$ cat src/rtl/mem_bus_arbiter.sv
// Two-master / one-slave arbiter for the picorv32 native memory bus.
// Optional round-robin tie-break: define MEM_BUS_ARB_ROUND_ROBIN_EN.
module mem_bus_arbiter #(
    parameter int unsigned TIMEOUT   = 16,
    parameter logic [31:0] ERR_RDATA = 32'hDEAD_BEEF
) (
    input  logic        clk,
    input  logic        resetn,
    input  logic        m0_valid,
    input  logic [31:0] m0_addr,
    input  logic [31:0] m0_wdata,
    input  logic [3:0]  m0_wstrb,
    output logic        m0_ready,
    output logic [31:0] m0_rdata,
    input  logic        m1_valid,
    input  logic [31:0] m1_addr,
    input  logic [31:0] m1_wdata,
    input  logic [3:0]  m1_wstrb,
    output logic        m1_ready,
    output logic [31:0] m1_rdata,
    output logic        s_valid,
    output logic [31:0] s_addr,
    output logic [31:0] s_wdata,
    output logic [3:0]  s_wstrb,
    input  logic        s_ready,
    input  logic [31:0] s_rdata,
    output logic [1:0]  gnt,
    output logic        err_timeout
);

    typedef enum logic [1:0] {
        IDLE  = 2'b00,
        BUSY0 = 2'b01,
        BUSY1 = 2'b10
    } state_e;

    localparam logic [7:0] TMO_LAST = 8'(TIMEOUT - 1);

    state_e      state_q;
    logic [7:0]  cnt_q;
    logic        own_valid;
    logic [31:0] own_addr;
    logic [31:0] own_wdata;
    logic [3:0]  own_wstrb;
    logic        busy;
    logic        tmo;
    logic        rdy;
    logic [31:0] rd;
    logic        any_req;
    logic        pick1;

    assign busy    = (state_q != IDLE);
    assign any_req = m0_valid | m1_valid;

`ifdef MEM_BUS_ARB_ROUND_ROBIN_EN
    // ptr_q = 1 means m1 held the last grant, so m0 wins the next tie
    logic ptr_q;

    assign pick1 = m1_valid & (~m0_valid | ~ptr_q);

    // Last-grant pointer, updated whenever IDLE hands out a grant
    always_ff @(posedge clk or negedge resetn) begin
        if (!resetn) begin
            ptr_q <= 1'b1;
        end else if (state_q == IDLE && any_req) begin
            ptr_q <= pick1;
        end
    end
`else
    assign pick1 = m1_valid & ~m0_valid;
`endif

    // Select the owning master's request fields; all zero while idle
    always_comb begin
        own_valid = 1'b0;
        own_addr  = '0;
        own_wdata = '0;
        own_wstrb = '0;
        unique case (1'b1)
            state_q == BUSY0: begin
                own_valid = m0_valid;
                own_addr  = m0_addr;
                own_wdata = m0_wdata;
                own_wstrb = m0_wstrb;
            end
            state_q == BUSY1: begin
                own_valid = m1_valid;
                own_addr  = m1_addr;
                own_wdata = m1_wdata;
                own_wstrb = m1_wstrb;
            end
            default: ;
        endcase
    end

    // Watchdog completion: a real s_ready always takes precedence
    assign tmo = busy & own_valid & ~s_ready & (cnt_q == TMO_LAST);

    assign s_valid     = own_valid & ~tmo;
    assign s_addr      = own_addr;
    assign s_wdata     = own_wdata;
    assign s_wstrb     = tmo ? 4'b0000 : own_wstrb;
    assign err_timeout = tmo;

    assign rdy = s_ready | tmo;
    assign rd  = tmo ? ERR_RDATA : s_rdata;

    assign m0_ready = (state_q == BUSY0) & rdy;
    assign m0_rdata = (state_q == BUSY0) ? rd : 32'h0;
    assign m1_ready = (state_q == BUSY1) & rdy;
    assign m1_rdata = (state_q == BUSY1) ? rd : 32'h0;

    assign gnt = state_q;

    // Arbitration FSM with per-transfer watchdog counter
    always_ff @(posedge clk or negedge resetn) begin
        if (!resetn) begin
            state_q <= IDLE;
            cnt_q   <= 8'd0;
        end else begin
            unique case (state_q)
                IDLE: begin
                    cnt_q <= 8'd0;
                    if (any_req) begin
                        state_q <= pick1 ? BUSY1 : BUSY0;
                    end
                end
                default: begin
                    if (!own_valid || (s_ready && s_valid) || tmo) begin
                        state_q <= IDLE;
                        cnt_q   <= 8'd0;
                    end else begin
                        cnt_q <= cnt_q + 8'd1;
                    end
                end
            endcase
        end
    end

endmodule

$ cat config.mk
export PLATFORM = sky130hd
export DESIGN_NAME = mem_bus_arbiter
export DESIGN_NICKNAME = d
export VERILOG_FILES = /design/src/rtl/mem_bus_arbiter.sv
export SDC_FILE = /design/constraint.sdc
export NUM_CORES = 1
export LEC_CHECK = 0
export ABC_AREA = 1
export CAP_MARGIN = 20
export CORE_AREA = 2 2 120 122
export CTS_BUF_LIST = sky130_fd_sc_hd__clkbuf_4 sky130_fd_sc_hd__clkbuf_8
export DETAILED_ROUTE_END_ITERATION = 16
export DIE_AREA = 0 0 122 124
export PLACE_DENSITY = 0.6
export SYNTH_ARGS = -nofsm -noshare
export SYNTH_HDL_FRONTEND = slang
export SYNTH_SLANG_ARGS = --single-unit
export TNS_END_PERCENT = 30
$ cat constraint.sdc
create_clock -name clk -period 1.65 [get_ports clk]
set_input_delay 0.33 -clock clk [delete_from_list [all_inputs] [get_ports clk]]
set_output_delay 0.33 -clock clk [all_outputs]
set_load 0.02 [all_outputs]
# Word level (Yosys, flattened, before mapping)
# Index checks and enable logic that the tools add are counted.
[op_classes]
n_reduce_logical = 8
bitwise = 12
n_mux = 14
n_eq_ne = 4
n_addsub = 1
[ops]
columns = ["op", "n"]
rows = [
  ["32-bit one-hot mux with 2 select lines", 2],
  ["32-bit 2-to-1 mux", 3],
  ["8-bit 2-to-1 mux", 2],
  ["8-bit by 1-bit adder with 8-bit output (second input constant)", 1],
  ["8-bit by 4-bit equality test with 1-bit output (second input constant)", 1],
  ["2-bit 2-to-1 mux", 4],
  ["4-bit one-hot mux with 2 select lines", 1],
  ["1-bit AND", 7],
  ["4-bit 2-to-1 mux", 1],
  ["2-bit nonzero test", 2],
  ["1-bit NOT", 3],
  ["2-bit by 1-bit equality test with 1-bit output (second input constant)", 1],
  ["2-bit equality test (second input constant)", 1],
  ["2-bit zero test", 1],
  ["1-bit logical OR", 2],
  ["2-bit != test (second input constant)", 1],
  ["1-bit OR", 2],
  ["1-bit one-hot mux with 2 select lines", 1],
  ["2-bit AND reduction", 1],
  ["1-bit logical AND", 1],
  ["1-bit zero test", 1],
]
[word_totals]
word_cells = 41
output_inout_bits = 138
inputBits = 173
reg_bits = 10

# Longest topological paths before layout
# Gate-level depths: netlist (run 1).
[depth]
word_depth = 12
depth_mapped = 11
mapped_depth_nobuf = 10

# Worst setup path after synthesis (run 1)
# Ideal clock, no wire load.
[synth_path]
path_kind = "register -> output"
startpoint = "register state_q[0], in the netlist gnt[0]"
endpoint = "output m0_rdata[0]"
required_time_ns = 1.320
stages_incl_launch_ff = 10
n_path_buf = 1
arrival_time_ns = 1.883
path_slack_ns = -0.563
cell_sequence = "dfrtp_1 -> inv_1 -> ha_1 -> inv_2 -> nor2_2 -> nand3_2 -> nor2_4 -> inv_2 -> buf_6 -> a21oi_1"
[synth_between]
elab_chain_cells = 7
word_cells_on_any_way = 9
cone_classes = "eq/ne: 2; mux: 3; bitwise: 3; reduce/logical: 1"
[synth_lines]
columns = ["item", "line", "rtl"]
rows = [
  ["start, declared", "39", "state_e state_q;"],
  ["start signal, assigned", "125", "state_q <= pick1 ? BUSY1 : BUSY0;"],
  ["2-bit equality test / 2-bit by 1-bit equality test with 1-bit output (equally long branches)", "86, 80, 109", ""],
  ["1-bit one-hot mux with 2 select lines", "79", "unique case (1'b1)"],
  ["1-bit AND (3 in a row)", "97", "assign tmo = busy & own_valid & ~s_ready & (cnt_q == TMO_LAST);"],
  ["32-bit 2-to-1 mux", "106", "assign rd = tmo ? ERR_RDATA : s_rdata;"],
  ["32-bit 2-to-1 mux (*)", "109", "assign m0_rdata = (state_q == BUSY0) ? rd : 32'h0;"],
  ["end, declared", "14", "output logic [31:0] m0_rdata,"],
]
# Mark *: on every way between the ends. The rest lies on a longest branch, timed or not.

# Worst setup path in the final report (run 1)
[layout_path]
startpoint = "register state_q[0], in the netlist gnt[0]"
endpoint = "output m0_rdata[29]"
# Same word-level chain as after synthesis.

==> impl_metrics.json, run 1 <==
{
  "clockBufferDepth": 2,
  "synth_edf_count": 0,
  "vias": 4077,
  "ys_top_cells_by_count": "150 x nand2_1, 114 x a21oi_1, 45 x inv_1",
  "worstSetupStartpointType": "register",
  "layout_setup_ws_ns": -0.672,
  "hold_viol": 0,
  "place_congestion": 0.946,
  "synth_nets": 596,
  "ctsHoldBuffers": 0,
  "path_max_fanout": 5,
  "insertion_delay_ns": 0.24,
  "fmax_ghz": 0.431,
  "fp.dieH_um": 124,
  "status": "finished with violations",
  "viasPerCell": 4.27,
  "drt_iter0_drc": 132,
  "setup_violations": 136,
  "wl_per_cell_um": 15.6,
  "cts_tree": "done",
  "ys_ff_latch": 10,
  "cap_violations": 0,
  "drv_slew": 0,
  "final_net_count": 952,
  "min_period_ns": 2.32,
  "synth.most_common_cell": "nand2_1",
  "cts_buffers": 3,
  "synth-main-ff-cell": "dfrtp_1",
  "grt_pass1_vias": 3960,
  "ys_top_cells_by_area": "a21oi_1 27%, nand2_1 27%, dfrtp_1 12%, inv_1 8.0%, nor3_1 4.0%",
  "dieArea_mm2": 0.0151,
  "holdCritPathClass": "in2async",
  "initial_utilization": 0.154,
  "crit_type": "reg2out",
  "endpoint_kind": "primary output",
  "cts_htree_levels": 1,
  "hpwl_um": 11600,
  "grt_max_degree": 58,
  "violations": "setup timing",
  "p_per_area_mw_per_mm2": 538,
  "ys_types": 20,
  "clock_skew_ns": 0.000796,
  "hold_ws_ns": 0.423,
  "finalCritPeriodShare": 1.41,
  "portBuffers": 310,
  "drive_gt1_frac": 0.407,
  "timing.slew.headroom": 0.678,
  "finalSetupTns_ns": -63.65,
  "async_reset_ff_frac": 1.00,
  "ir_drop_v": 0.000221,
  "cellLeakagePower_nw": 2.89,
  "remaining_drc_errors": 0,
  "tightestPinTransition_ns": 0.482,
  "grt_overflow_total": 0,
  "track_usage": 0.170,
  "grt_pass1_wl_um": 20600,
  "yosysSeqAreaShare": 0.119,
  "cts-root-buf": "clkbuf_8",
  "yosys.area.top_type": "a21oi_1",
  "worstPathRequired_ns": 1.32,
  "num_antenna_cells": 0,
  "routed_wl_um": 14900,
  "synth_cells": 419,
  "syn_to_final_growth_pct": 228,
  "core_area_mm2": 0.0137,
  "grt_setup_unrepaired": "true",
  "syn_area_mm2": 0.00211,
  "antenna_found_initial": 0,
  "drtPass1Iterations": 4,
  "synth_top_area_frac": 0.271,
  "yosys_warnings": 0,
  "avgSynthCellArea_um2": 5.03,
  "fp.dieW_um": 122,
  "drtAntennaViolNets": 0,
  "rrSetupSlack_ns": 0.14,
  "num_io_pins": 311,
  "critPathArrivalTime_ns": 1.99,
  "clkSlewWorstSetupHoldPaths_ns": 0.05,
  "rows": 43,
  "cts_sinks": 10
}
-- power by group --
part / total (W) / internal [W] / leakage (nW) / switching (W)
Clock: 0.000313 / 0.000210 / 0.0288 / 0.000103
Combinational: 0.00315 / 0.00152 / 2.72 / 0.00163
Sequential: 0.000261 / 0.000255 / 0.135 / 0.00000622
-- cell usage in the layout (no fill, tap or decap), drive strengths merged --
cell,count
inv,48
xor2,4
dfrtp,10
clkdlybuf4s50,172
ha,4
nand3b,1
nor3,17
nand3,6
buf,210
a21oi,114
nand4,1
nor2,23
a31oi,1
dlygate4sd2,2
clkbuf,7
nand2,150
a22o,4
-- layout make-up --
cell class	instances	area, um2
Fill cell	1352	6810
Timing Repair Buffer	387	3930
Multi-Input combinational cell	325	2270
Sequential cell	10	253
Tap cell	180	225
Inverter	48	190
Clock buffer	4	55.1
-- final timing paths --
| kind | from | end | cells past startpoint |
|---|---|---|---|
| hold reg to reg | cnt_q[0] | cnt_q[0] | 2 |
| max in group asynchronous | resetn | gnt[1] | 1 |
| setup / recovery | gnt[0] | m0_rdata[29] | 11 |
| hold / removal | resetn | cnt_q[2] | 1 |
| setup reg to reg | gnt[1] | gnt[0] | 12 |
| min in group clk | cnt_q[0] | cnt_q[0] | 2 |
-- metal layers --
metal	GRT usage	share of wire
met2	0.321	0.52
met1	0.195	0.36
met5	0	0
met4	0.0417	0.021
met3	0.0357	0.094
-- logic make-up (layout without fill, tap and decap cells) --
family / Yosys count / after routing / share of synthesized area
xor+xnor: 4 / 4 / 0.0166
buf+inv: 84 / 439 / 0.173
fa+ha+maj: 4 / 4 / 0.0237
compound gates: 119 / 119 / 0.290
simple gates: 198 / 198 / 0.377
flops: 10 / 10 / 0.119
-- critical path, stage by stage (launching register included) --
cell	delay, ns
dfrtp_2	0.40
buf_4	0.15
ha_4	0.18
nand2_4	0.06
nand2_4	0.06
nand3_4	0.09
nor2_4	0.05
buf_4	0.13
buf_8	0.13
clkbuf_16	0.16
nor3_4	0.19
buf_6	0.14
-- through the flow --
stage	util	setup slack [ns]	power, W	std cells	cell area, um2
floorplan	-	-0.300	0.00164	419	2840
global placement	0.475	-0.881	0.00321	931	6510
detailed placement	0.475	-0.909	0.00323	931	6510
CTS	0.484	-0.732	0.00355	948	6640
global route	0.504	-0.769	0.00394	954	6910
finish	0.504	-0.672	0.00372	954	6910
-- registers in the layout, summed over array words and instances (netlist names) --
name and flops:
cnt_q 8, gnt 2
-- timing repair --
item | CTS | global route
setup endpoints to repair | 138 | 139
pin swaps | 5 | 2
setup buffers | 12 | 2
resized for setup | 722 | 55
cloned | 1 | 5
No activity file was read; power rests on OpenSTA's default activity.
==> inputs of run 2 (changes only) <==
Settings changed: ABC_AREA 1 to not set, CORE_AREA 2 2 120 122 to 2 2 121 123, DIE_AREA 0 0 122 124 to 0 0 123 125, PLACE_DENSITY 0.6 to 0.57.
Clock period 1.65 ns to 2.3 ns, I/O delays scaled along.
==> impl_metrics.json, run 2 <==
{
  "status": "finished with violations",
  "violations": "setup timing",
  "clock_skew_ns": 0.00179,
  "p_per_area_mw_per_mm2": 496,
  "synth_nets": 469,
  "dpl-instance-area_mm2": 0.00566,
  "worstPathRequired_ns": 1.84,
  "hp-start": "cnt_q[0]",
  "viasPerCell": 4.51,
  "num_io_pins": 311,
  "async_reset_ff_frac": 1.00,
  "ctsHoldBuffers": 0,
  "synth_cells": 292,
  "final_net_count": 786,
  "grt_max_degree": 70,
  "portBuffers": 310,
  "synth_top_area_frac": 0.224,
  "finalCritPeriodShare": 1.04,
  "fp.dieW_um": 123,
  "design_area_mm2": 0.00569,
  "insertion_delay_ns": 0.24,
  "wl_per_cell_um": 16.9,
  "min_period_ns": 2.40,
  "cap_violations": 0,
  "grt_pass1_wl_um": 19500,
  "grt_setup_unrepaired": "true",
  "ys_ff_latch": 10,
  "layout_setup_ws_ns": -0.0972,
  "synthXorXnorAreaFrac": 0.0122,
  "r2r-start": "gnt[0]",
  "yosysSeqAreaShare": 0.116,
  "fillers": 1497,
  "path_max_fanout": 7,
  "slowest_stage": "dfrtp_1",
  "p_comb_frac": 0.867,
  "ys_types": 30,
  "drv_slew": 0,
  "startpoint": "gnt[0]",
  "cts-root-buf": "clkbuf_8",
  "core_area_mm2": 0.0142,
  "ir_drop_v": 0.000535,
  "synth.most_common_cell": "nor2b_1",
  "yosys_warnings": 0,
  "hpwl_um": 10400,
  "grt_pass1_vias": 3537,
  "fp.dieH_um": 125,
  "vias": 3570,
  "final_cell_mix": "174 x clkdlybuf4s50_1, 66 x nor2b_1, 66 x buf_2",
  "drtPass1Iterations": 4,
  "dieArea_mm2": 0.0154,
  "p_sw_frac": 0.459,
  "slowest_delay_ns": 0.36,
  "cts_tree": "done",
  "holdCritPathClass": "reg2reg",
  "ys_top_cells_by_count": "66 x nor2b_1, 64 x a22oi_1, 50 x o21a_1",
  "timing.slew.headroom": 0.672,
  "endpoint_kind": "primary output",
  "cts_htree_levels": 1,
  "track_usage": 0.158,
  "initial_utilization": 0.151,
  "cts_sinks": 10,
  "clkSlewWorstSetupHoldPaths_ns": 0.05,
  "synthMuxAreaShare": 0,
  "synth_edf_count": 0,
  "routed_wl_um": 13400,
  "synth_simple_gate_area_share": 0.311,
  "p_clk_frac": 0.066,
  "ys_top_cells_by_area": "a22oi_1 22%, nor2b_1 19%, o21a_1 17%, dfrtp_1 12%, and3_1 6.4%",
  "fmax_ghz": 0.417,
  "hold_viol": 0,
  "num_antenna_cells": 0,
  "synth-main-ff-cell": "dfrtp_1",
  "cts_buffers": 3,
  "synth-compound-area-share": 0.447,
  "place_congestion": 0.889,
  "layout_commonest_cell": "clkdlybuf4s50_1",
  "pwr-share-seq": 0.067,
  "synth_top_family_by_area": "compound AO/OA/AOI/OAI gates",
  "critical_path.cell_chain": "inv_2 > ha_4 > nor3b_4 > nand4_4 > inv_8 > clkbuf_16 > o21a_1 > buf_6",
  "critPathArrivalTime_ns": 1.94,
  "antenna_found_initial": 0,
  "worst-path-buf-inv": 4,
  "path_delay_family": "buffers and inverters",
  "drt_iter0_drc": 151,
  "cellLeakagePower_nw": 2.43,
  "intPower_w": 0.00153,
  "tightestPinTransition_ns": 0.491,
  "drive_gt1_frac": 0.331,
  "worstSetupStartpointType": "register",
  "crit_type": "reg2out",
  "finalSetupTns_ns": -4.25,
  "remaining_drc_errors": 0,
  "clockBufferDepth": 2,
  "yosys.area_share.adder": 0.0233,
  "rows": 44,
  "syn_area_mm2": 0.00215,
  "yosys.area.top_type": "a22oi_1",
  "grt_overflow_total": 0,
  "avgSynthCellArea_um2": 7.36,
  "setup_violations": 71,
  "drtAntennaViolNets": 0,
  "largest_reg_flops": 8,
  "switching_power_w": 0.00129,
  "syn_to_final_growth_pct": 165,
  "largest-register": "cnt_q"
}
run 2: cell count changes after synthesis, moves of 43 or more:
cell / before / now
a21oi_1: 114 / 1
a22oi_1: 0 / 64
inv_1: 45 / 2
nand2_1: 150 / 3
nor2b_1: 0 / 66
o21a_1: 0 / 50
run 2: worst min-delay path, delay by kind of cell (launching register included):
family	cells	cell delay [ns]
flip-flops	1	0.34
AND/OR/NAND/NOR	1	0.04
buffers and inverters	1	0.11
run 2: area by class of cell:
type                            count  area [um2]  share of cell area
Inverter                            3        18.8             0.00330
Tap cell                          184         230              0.0405
Clock buffer                        3        41.3             0.00726
Timing Repair Buffer              349        3310               0.583
Multi-Input combinational cell    242        1830               0.322
Sequential cell                    10         250              0.0440
run 2: worst paths after layout:
path | end | cells past startpoint | slack [ns]
max | m1_rdata[16] | 8 | -0.1
min | cnt_q[0] | 2 | 0.54
max reg2reg | cnt_q[5] | 5 | 0.69
min reg2reg | cnt_q[0] | 2 | 0.54
max in group asynchronous | cnt_q[2] | 1 | 1.42
min in group asynchronous | gnt[0] | 1 | 0.55
run 2: kinds of logic after synthesis:
logic type                 after synthesis
DFF                                     10
xor gates and xnor gates                 3
AOI/OAI and AO/OA                      129
adders and majority gates                4
buffers and inverters                   40
and+or+nand+nor                        106
run 2: layer usage:
layer / part of all wire / vias up / track usage
met3: 0.078 / 27 / 0.0292
met4: 0.026 / 0 / 0.0414
met5: 0 / - / 0
met2: 0.51 / 152 / 0.297
met1: 0.38 / 1666 / 0.180
li1: - / 1725 / -
run 2: timing repair:
| action | in CTS | in global routing |
|---|---|---|
| gates cloned | 2 | 2 |
| setup endpoints to repair | 136 | 131 |
| setup buffers | 1 | 0 |
| gates resized for setup | 586 | 125 |
| pin swaps | 4 | 9 |
run 2: metrics by stage:
step / setup slack (ns) / util / total power [W] / std cells / hold WS, ns
6_report: -0.0972 / 0.400 / 0.00282 / 791 / 0.536
4_1_cts: -0.183 / 0.409 / 0.00283 / 790 / 0.538
2_1_floorplan: 0.0170 / - / 0.00139 / 292 / 0.164
3_3_place_gp: -0.492 / 0.399 / 0.00264 / 784 / 0.517
3_5_place_dp: -0.523 / 0.399 / 0.00265 / 784 / 0.528
5_1_grt: -0.167 / 0.400 / 0.00300 / 791 / 0.575
run 2: power by group through the flow:
stage               sequential, W  clock (W)  combinational [W]
floorplan                0.000202          0            0.00118
global placement         0.000191          0            0.00245
detailed placement       0.000191          0            0.00246
CTS                      0.000190   0.000196            0.00245
global route             0.000191   0.000204            0.00260
finish                   0.000190   0.000186            0.00244
